**src/rtl/video_src_switch.sv**
```systemverilog
// Video source switch: selects one of NUM_CH pixel streams for the SDRAM writer and sequences a sensor reset on every mode change.
// Optional macro VIDEO_SRC_FRAME_SYNC_EN makes SYNC wait for frame_start so the first write after a switch is frame-aligned.
//
// state       | meaning
// ------------+------------------------------------------------------------
// S_RUN       | selected stream forwarded to SDRAM, requests evaluated
// S_RST_PULSE | camera_rstn held low for RST_LEN cycles, writes blocked
// S_SYNC      | sensor released, waiting before writes resume
module video_src_switch #(
  parameter int NUM_CH  = 2,
  parameter int DATA_W  = 16,
  parameter int ADDR_W  = 23,
  parameter int RST_LEN = 4,
  parameter logic [NUM_CH*ADDR_W-1:0] MAX_ADDR_LIST = {23'd655360, 23'd53248}
) (
  input  logic                       clk,
  input  logic                       rst,
  input  logic                       req_valid,
  input  logic [$clog2(NUM_CH)-1:0]  req_ch,
  input  logic                       req_custom,
  input  logic                       frame_start,
  input  logic [NUM_CH-1:0]          src_en,
  input  logic [NUM_CH*DATA_W-1:0]   src_data,
  output logic [DATA_W-1:0]          sdram_wrdata,
  output logic                       sdram_wren,
  output logic [ADDR_W-1:0]          sdram_max_addr,
  output logic                       camera_rstn,
  output logic                       custom,
  output logic [$clog2(NUM_CH)-1:0]  active_ch,
  output logic                       busy,
  output logic                       req_err
);

  localparam int CH_W = $clog2(NUM_CH);
  localparam logic [7:0] CNT_LAST = 8'(RST_LEN - 1);

  typedef enum logic [1:0] {S_RUN, S_RST_PULSE, S_SYNC} state_t;

  state_t          state, state_nxt;
  logic [CH_W-1:0] active_ch_nxt;
  logic            custom_nxt;
  logic            camera_rstn_nxt;
  logic            req_err_nxt;
  logic            pend_valid, pend_valid_nxt;
  logic [CH_W-1:0] pend_ch, pend_ch_nxt;
  logic            pend_custom, pend_custom_nxt;
  logic [7:0]      cnt, cnt_nxt;

  logic            req_legal;
  logic            fresh;
  logic            eval_valid;
  logic [CH_W-1:0] eval_ch;
  logic            eval_custom;
  logic            sync_done;

  assign req_legal = 32'(req_ch) < NUM_CH;
  assign fresh     = req_valid && req_legal;

  // A fresh request in RUN wins over the pending one, which is dropped either way.
  assign eval_valid  = fresh || pend_valid;
  assign eval_ch     = fresh ? req_ch : pend_ch;
  assign eval_custom = fresh ? req_custom : pend_custom;

`ifdef VIDEO_SRC_FRAME_SYNC_EN
  assign sync_done = frame_start;
`else
  logic unused_frame_start;
  assign unused_frame_start = frame_start;
  assign sync_done = 1'b1;
`endif

  always_ff @(posedge clk or posedge rst) begin
    if (rst) begin
      state       <= S_RUN;
      active_ch   <= '0;
      custom      <= 1'b1;
      camera_rstn <= 1'b1;
      req_err     <= 1'b0;
      pend_valid  <= 1'b0;
      pend_ch     <= '0;
      pend_custom <= 1'b0;
      cnt         <= 8'd0;
    end else begin
      state       <= state_nxt;
      active_ch   <= active_ch_nxt;
      custom      <= custom_nxt;
      camera_rstn <= camera_rstn_nxt;
      req_err     <= req_err_nxt;
      pend_valid  <= pend_valid_nxt;
      pend_ch     <= pend_ch_nxt;
      pend_custom <= pend_custom_nxt;
      cnt         <= cnt_nxt;
    end
  end

  always_comb begin
    state_nxt       = state;
    active_ch_nxt   = active_ch;
    custom_nxt      = custom;
    camera_rstn_nxt = camera_rstn;
    req_err_nxt     = req_valid && !req_legal;
    pend_valid_nxt  = pend_valid;
    pend_ch_nxt     = pend_ch;
    pend_custom_nxt = pend_custom;
    cnt_nxt         = cnt;

    if (state != S_RUN && fresh) begin
      pend_valid_nxt  = 1'b1;
      pend_ch_nxt     = req_ch;
      pend_custom_nxt = req_custom;
    end

    case (state)
      S_RUN: begin
        pend_valid_nxt = 1'b0;
        if (eval_valid && !(eval_ch == active_ch && eval_custom == custom)) begin
          active_ch_nxt   = eval_ch;
          custom_nxt      = eval_custom;
          camera_rstn_nxt = 1'b0;
          cnt_nxt         = 8'd0;
          state_nxt       = S_RST_PULSE;
        end
      end
      S_RST_PULSE: begin
        if (cnt == CNT_LAST) begin
          camera_rstn_nxt = 1'b1;
          state_nxt       = S_SYNC;
        end else if (cnt != 8'hFF) begin
          cnt_nxt = cnt + 8'd1;
        end
      end
      S_SYNC: begin
        if (sync_done) state_nxt = S_RUN;
      end
      default: state_nxt = S_RUN;
    endcase
  end

  assign sdram_wrdata   = src_data[int'(active_ch)*DATA_W +: DATA_W];
  assign sdram_max_addr = MAX_ADDR_LIST[int'(active_ch)*ADDR_W +: ADDR_W];
  assign sdram_wren     = (state == S_RUN) && src_en[active_ch];
  assign busy           = (state != S_RUN);

endmodule

```
**config.mk**
```make
export PLATFORM = sky130hd
export DESIGN_NAME = video_src_switch
export DESIGN_NICKNAME = d
export VERILOG_FILES = /design/src/rtl/video_src_switch.sv
export SDC_FILE = /design/constraint.sdc
export NUM_CORES = 1
export LEC_CHECK = 0
export ABC_AREA = 0
export CAP_MARGIN = 10
export CELL_PAD_IN_SITES_DETAIL_PLACEMENT = 1
export CELL_PAD_IN_SITES_GLOBAL_PLACEMENT = 2
export CORE_MARGIN = 2
export CORE_UTILIZATION = 19
export DETAILED_ROUTE_END_ITERATION = 16
export PLACE_DENSITY = 0.82
export SYNTH_ARGS = -nofsm -noshare
export SYNTH_HDL_FRONTEND = slang
export SYNTH_SLANG_ARGS = --single-unit
```
**constraint.sdc**
```tcl
create_clock -name clk -period 2.58 [get_ports clk]
set_input_delay 0.258 -clock clk [delete_from_list [all_inputs] [get_ports clk]]
set_output_delay 0.258 -clock clk [all_outputs]
set_load 0.03 [all_outputs]
```
After elaboration in Yosys (flattened, before gate mapping)
Cells that the tools add are included.
- bits in registers: 16
- bits of input ports: 40
- output and inout port bits: 45
- word-level logic and storage cells: 52
- add/sub/neg operators: 1
- multipliers: 1
- order comparisons: 1
- equality and inequality tests: 9
- shift operators: 2
- mux-type cells: 16
- reductions and logical operators: 14
- operator list (operator ; number):
    $shiftx A46 B7 Y23 const A ; 1
    $shiftx A32 B6 Y16 ; 1
    $mux W8 ; 3
    $pmux W8 S2 ; 1
    $add A8 B1 Y8 const B ; 1
    $eq A8 B2 Y1 const B ; 1
    $mux W1 ; 8
    $ne A2 B2 Y1 const B ; 4
    $ne A8 B8 Y1 const B ; 1
    $mul A1 B5 Y6 const B ; 1
    $reduce_bool A2 Y1 ; 3
    $logic_and A1 B1 Y1 ; 4
    $mux W2 ; 2
    $pmux W2 S2 ; 1
    $reduce_and A2 Y1 ; 2
    $reduce_and A4 Y1 ; 1
    $reduce_and A3 Y1 ; 1
    $eq A1 B1 Y1 ; 2
    $eq A2 B1 Y1 const B ; 1
    $logic_not A2 Y1 ; 1
    $lt A1 B2 Y1 const B ; 1
    $pmux W1 S2 ; 1
    $logic_not A1 Y1 ; 1
    $logic_or A1 B1 Y1 ; 1

Longest topological paths before layout
- word-level depth: 7
- gate-level depth with buffers: 7

Worst setup path after synthesis
No wires, ideal clock.
- kind: register -> output
- start point: register active_ch
- end point: output port sdram_wren
- arrival: 1719 ps
- required time: 2322 ps
- slack: 603 ps
- stages on the path, launching flop included: 5
- buffers on the path: 2
- cells stage by stage: dfrtp_1 -> buf_1 -> buf_2 -> mux2i_1 -> nor2_1
- cells in the longest elaborated chain, start to end: 3
- ends and longest elaborated chain (element ; RTL line ; source):
    start, declared ; 29 ; output logic [$clog2(NUM_CH)-1:0] active_ch,
    start signal, assigned ; 85 ; active_ch <= active_ch_nxt;
    $mux W1 (implied by the code) (2 in series) ; 141 ; assign sdram_wren = (state == S_RUN) && src_en[active_ch];
    $logic_and A1 B1 Y1 ; 141 ;
    end, declared ; 25 ; output logic sdram_wren,
No other way between the ends. The select of a mux whose other input is x is not followed.

Worst setup path after layout
- start point: register active_ch
- end point: output port sdram_wrdata[7]
- cells in the longest elaborated chain, start to end: 1
- ends and longest elaborated chain (element ; RTL line ; source):
    $shiftx A32 B6 Y16 ; 139 ; assign sdram_wrdata = src_data[int'(active_ch)*DATA_W +: DATA_W];
    end, declared ; 24 ; output logic [DATA_W-1:0] sdram_wrdata,
No other way between the ends.

==> qor.txt <==
status - finished, final reports clean
IO buf count - 64
Setup TNS Final - 0 ns
placed insts - 268
internal power - 1.050 mW
cell chain of the critical path - buf_4 > mux2_2 > clkdlybuf4s50_1
register area - 402.9 um2
vias in the first global route - 1,134
Synth warnings - 0
Hold-fix buffers, CTS - 0
Post-CTS Repair Setup Buffers - 0
Final setup viols - 0
Die Area - 7381 um2
Initial DRT Pass Iterations - 3
CTS sink count - 16
TritonCTS clock tree - done
fraction of the cycle the final worst path needs - 0.9016
CP Launch Type - register
Worst Path Required - 2.32 ns
Mapped Area - 1275 um2
via count - 1,160
Filler cells - 737
1st-iter DRT viols - 31
floorplan core area - 6422 um2
Max VDD drop - 0.0001926 V
final setup margin - 0.2539 ns
critical path's slowest cell - clkdlybuf4s50_1
top cells by area, synth - dfrtp_1 (27%), mux2_2 (16%), buf_4 (14%)
EDFF count, synth - 0
Fin. Hold Viols - 0
Nets - 237
Yosys cell types - 41
Net Sw Power - 0.8854 mW
post_cts resized - 0
Final Slew Violations - 0
H-tree depth - 1
Rows - 29
Worst Skew - 0.003239 ns
RSZ-0062 raised after global routing - no
Slew @ Worst Pin - 0.6533 ns
worst slack at placement - 0.4596 ns
Clock Root Buffer - clkbuf_8
WL final - 3602 um
first-pass GRT wire length - 5651 um
#FFs+latches synth - 16
Max transition margin - 0.5640
Arr. time, crit path - 2.07 ns
Worst Setup End Kind - output pin
max_cap viols - 0
GR Overflow Total - 0
minimum clock period - 2.326 ns
critical path class - reg2out
leakage - 0.8230 nW
layout cells sized above 1 - 0.1949
Hold Slack - 0.3930 ns
initial antenna violation count - 0
P per Cell Area - 990.9 nW/um2
fmax - 0.4299 GHz
post-DP HPWL - 2883 um
Mean Syn Cell Area - 9.515 um2
GR Util All Layers - 0.09602
Clk pin slew, worst setup/hold paths - 0.07 ns
initial core utilization - 0.1985
Hold/Removal Path Class - in2async
Routability Congestion - 0.7275
die width - 85.92 um
asr flop ratio synth - 1.000
sequential fraction of the synthesis area - 0.3160
Post-Layout Cell Count - 272
Synth top area share - 0.2748
area leader, netlist - dfrtp_1
DRC errors left - 0
CTS Buf Count - 3
via-per-instance ratio - 4.265
most frequent cell after synthesis - buf_4
antenna cell count - 0
Area Overhead vs Synth - 53.19%
clk buf depth - 2
Worst Path Max Fanout - 16
Synth top cells by count - buf_4 (23), mux2_2 (18), dfrtp_1 (14)
Max stage delay on crit path - 0.60 ns
Boundary Pins - 85
combinational group share of total power - 0.645
DRT antenna net count - 0
Syn Inst Count - 134
Sw Ratio - 0.4575
Flop pwr share - 0.237
Skew-Pair Late Insertion Delay - 0.26 ns
DR WL/cell - 13.24 um
post-layout power - 1.935 mW
Clock power frac - 0.118
Chip Height - 85.92 um
largest net degree at the start of global routing - 17
Multi-input gate area - 735.7 um2
Main synth FF type - dfrtp_1
path summary, 6_finish.rpt:
| kind | start | end | slack, ns | depth (start not counted) |
|---|---|---|---|---|
| setup / recovery | active_ch | sdram_wrdata[7] | 0.25 | 3 |
| hold / removal | rst | cnt[5] | 0.39 | 2 |
| setup reg to reg | cnt[0] | cnt[3] | 0.54 | 6 |
| hold reg to reg | camera_rstn | camera_rstn | 0.47 | 2 |
| max in group asynchronous | rst | active_ch | 1.77 | 2 |
| min in group clk | camera_rstn | camera_rstn | 0.47 | 2 |
worst max-delay path: cells and delay by family, from the launching register on:
family,cells,cell delay (ns)
buf+inv,2,0.91
flops,1,0.54
mux,1,0.37
layout make-up:
type,count,share of cell area
multi-input combinational,107,0.3767
clock buffer,4,0.02819
timing repair buffer,66,0.3357
inverter,2,0.003844
tap,77,0.04933
sequential,16,0.2063
routing by layer:
layer / up-vias / routed length [um] / track usage
li1: 555 / - / -
met1: 569 / 1401 / 0.1109
met2: 32 / 1969 / 0.1720
met3: 4 / 193 / 0.02502
met4: 0 / 37 / 0.03030
met5: - / 0 / 0
kinds of logic (layout without fill, tap and decap cells):
kind of cell / Yosys count / count (layout) / share of synthesized area
AND/OR/NAND/NOR: 42 / 42 / 0.1874
flip-flops: 16 / 16 / 0.3160
adder cells (fa/ha/maj): 1 / 1 / 0.009812
AO/OA/AOI/OAI: 22 / 22 / 0.1295
XOR/XNOR: 4 / 4 / 0.02748
multiplexers: 19 / 19 / 0.1668
other: 1 / 19 / 0.002941
buffers and inverters: 29 / 72 / 0.1600
registers in the layout (all words and copies together) (netlist names):
register     cells
custom           1
state            2
pend_ch          1
cnt              8
camera_rstn      1
active_ch        1
pend_custom      1
pend_valid       1
through the flow:
stage / cell area, um2 / utilization
after global routing: 1953 / 0.3041
final: 1953 / 0.3041
after global placement: 1898 / 0.2955
after detailed placement: 1898 / 0.2955
after CTS: 1953 / 0.3041
after floorplan: 1343 / -
power by group through the flow:
stage / clock network [mW] / registers, mW / logic [mW]
after floorplan: 0 / 0.475 / 0.869
final: 0.229 / 0.459 / 1.25
after global routing: 0.250 / 0.478 / 1.34
after detailed placement: 0 / 0.464 / 1.26
after global placement: 0 / 0.460 / 1.24
after CTS: 0.238 / 0.461 / 1.27
cells in the final DEF, fill, tap and decap left out, types with 4 or more instances in the layout:
cell type and n:
nand3_1 4, clkbuf_8 4, nand2_1 11, dfrtp_1 14, conb_1 19, nor3_1 4, o21ai_0 4, clkdlybuf4s50_1 64
xnor2_1 4, mux2_2 18
No activity file was read; power rests on OpenSTA's default activity.
==> patch: new RTL, same flow settings <==
Encoding of `state_t`: now one-hot (3 bits for 3 states).
--- a/src/rtl/video_src_switch.sv
+++ b/src/rtl/video_src_switch.sv
@@ -34,7 +34,7 @@
   localparam int CH_W = $clog2(NUM_CH);
   localparam logic [7:0] CNT_LAST = 8'(RST_LEN - 1);
 
-  typedef enum logic [1:0] {S_RUN, S_RST_PULSE, S_SYNC} state_t;
+  typedef enum logic [2:0] {S_RUN = 3'b001, S_RST_PULSE = 3'b010, S_SYNC = 3'b100} state_t;
 
   state_t          state, state_nxt;
   logic [CH_W-1:0] active_ch_nxt;
Behaviour: same outputs for any inputs over 10 cycles, from zero or initial values and one cycle with rst high; not proved beyond that.
==> patch against the original RTL <==
Sequential cell count grew 1; maximum frequency is 2.3% lower; sequential share of layout area is 0.35 points higher; power is 6.8% lower; non-clock buffer count is 1 higher; final area grew 4.7%; routed wire length is 1.2% lower; count of clock-buffer cells in the layout fell by 1; critical path depth stayed put; synthesized area increased by 5.6%; setup slack lost 0.056 ns; first-iteration DRC count down 13%; global-route usage grew 0.094 points; critical path type unchanged; largest cell class unchanged; highest routed layer unchanged.
==> patch: results (changes against the original RTL) <==
** Status
- The run finished with clean final reports.

** Drt
- Via count :: 1211 (+4.4%)
- The wire length after detailed routing was 3558 um (-1.2%).
- Drt initial violations :: 27 (-13%)
- DRT Pass-1 Iters :: 4 (+1)

** Setup path
- Worst Path Arrival :: 2.12 ns (+0.05 ns)
- The path depth of the worst reg2reg path came to 5 (-1).
- Largest fanout of any net on the critical path :: 5 (-11)
- The internal reg-to-reg setup slack was 0.65 ns (+0.11 ns).

** Logic synthesis
- Netlist cell types :: 41 (unchanged)
- Top post-synthesis cells by count :: buf_4 (23), mux2_2 (20), dfrtp_1 (14)
- Share of async-settable or async-resettable flops after synthesis :: 100.0% (unchanged)
- The total of warnings raised by yosys is 0 (unchanged).
- Leading post-synthesis cells by cell area :: dfrtp_1 (26%), mux2_2 (17%), buf_4 (13%), dfstp_2 (5.9%), mux2i_1 (4.5%)
- Among all flip-flop cells after synthesis, the most frequent one is dfrtp_1.
- The portion of the post-synthesis area used by sequential elements came to 31.88% (+0.28 points).

** Power
- The proportion of total power due to net switching was 45.15% (-0.60 points).
- Largest voltage drop on the vdd net :: 0.0005501 V (+190%)
- The leakage power was 0.8231 nW (about the same).

** Global routing
- The number of global-route vias before repair came to 1295 (+14%).
- The initial antenna violation count was 0 (unchanged).
- Largest net degree at the start of global routing :: 24 (+7)
- The wire length of the first global-routing pass came to 5954 um (+5.4%).
- The global routing usage summed across all routing layers came to 9.696% (+0.094 points).

** Final layout
- Layout fillers :: 819 (+11%)
- The final layout net count was 240 (+1.3%).
- In the final layout, the registers with the most flip-flops are cnt: 8 flops, state: 3 flops.
- Layout cells sized above 1 :: 18.18% (-1.3 points)
- The antenna diode count was 0 (unchanged).
- Seq. cell area :: 429.2 um^2 (+6.5%)

** Place
- The final weighted congestion in routability-driven placement was 0.7055 (-3.0%).
- The estimated wirelength of the detail-placed design is 2801 um (-2.8%).
- Placed cell areas :: 1999 um^2 (+5.3%)
- Number of buffers inserted by port buffering :: 64 (unchanged)

** Clocking
- The post-cts gate resize count came to 0 (unchanged).
- Clock latency reported for the late side of the worst-skew pair :: 0.26 ns (about the same)
- The number of buffers added by the clock tree synthesis step was 3 (unchanged).
- Clock root buffer master :: clkbuf_8
- The clock-pin slew of the registers on the worst-case setup and hold paths came to 0.07 ns (about the same).
- Buffer levels on the longest clock path :: 2 (unchanged)
- Setup fix buffers added after clock tree synthesis :: 0 (unchanged)
- The level count of the clock H-tree is 1 (unchanged).

** STA
- Final TNS setup :: 0 ns (unchanged)
- Post-route clock skew :: 0.003889 ns (+0.0006505 ns)
- Hold_ws :: 0.4108 ns (+0.01779 ns)
- Worst slew slack as a fraction of its limit :: 53.14% (-3.3 points)

** Min path
- The tightest min-delay check is of the in2async type.
patch: changes by cell type in the layout (fill, tap and decap cells not counted), sizes merged, moves of 3 or more:
cell    before  now
o211ai       0    5
o31ai        3    0
xnor2        4    0
nor3         5    1
mux2i        1    6
and2         0    3
nand2       11    8
a22oi        3    0
a21oi        1    4
or2          4    0
xor2         0    4
nand3        4    1
nor2         3    8
patch: worst paths after layout:
kind                                         from                endpoint
setup / recovery             state[0]$_DFFE_PP1P_              sdram_wren
hold / removal                                rst      cnt[3]$_DFFE_PP0P_
setup reg to reg               cnt[0]$_DFFE_PP0P_      cnt[1]$_DFFE_PP0P_
hold reg to reg            pend_valid$_DFFE_PP0P_  pend_valid$_DFFE_PP0P_
max in group asynchronous                     rst      cnt[1]$_DFFE_PP0P_
min in group clk           pend_valid$_DFFE_PP0P_  pend_valid$_DFFE_PP0P_
patch: cell families after synthesis:
logic type               synth area share (%)
buffers and inverters                   15.52
other                                  0.2785
multiplexers                            21.19
AO/OA/AOI/OAI                           9.667
flip-flops                              31.88
AND/OR/NAND/NOR                         17.94
XOR/XNOR                                2.602
adder cells (fa/ha/maj)                0.9292
patch: cell type report:
| class | instances | share of cell area [%] |
|---|---|---|
| clock buffer | 3 | 2.018 |
| clock inverter | 1 | 0.2446 |
| inverter | 3 | 0.5505 |
| multi-input combinational | 107 | 37.92 |
| sequential | 17 | 20.98 |
| tap | 96 | 5.872 |
| timing repair buffer | 67 | 32.42 |
patch: worst max-delay path, cell delays in order (launching register included):
cell and delay [ns]:
dfstp_2 0.54, or3b_2 0.52, nor2_1 0.13, clkdlybuf4s50_1 0.68
patch: per-stage QoR:
stage	setup WS [ns]	std cells
final	0.1981	294
after global routing	0.1078	294
after CTS	0.1813	294
after detailed placement	0.4806	290
after global placement	0.4812	290
after floorplan	0.5991	156
patch: power by group through the flow:
stage          Clock (mW)  Sequential (mW)  Combinational (mW)
2_1_floorplan           0            0.431               0.795
6_report            0.203            0.396                1.20
3_5_place_dp            0            0.402                1.21
3_3_place_gp            0            0.397                1.21
4_1_cts             0.214            0.396                1.22
5_1_grt             0.224            0.407                1.30
patch: per-layer routing:
layer,global-route usage [%],part of all wire (%)
met1,11.29,41
met2,16.54,47
met3,4.807,11
met4,1.240,0.37
met5,0,0
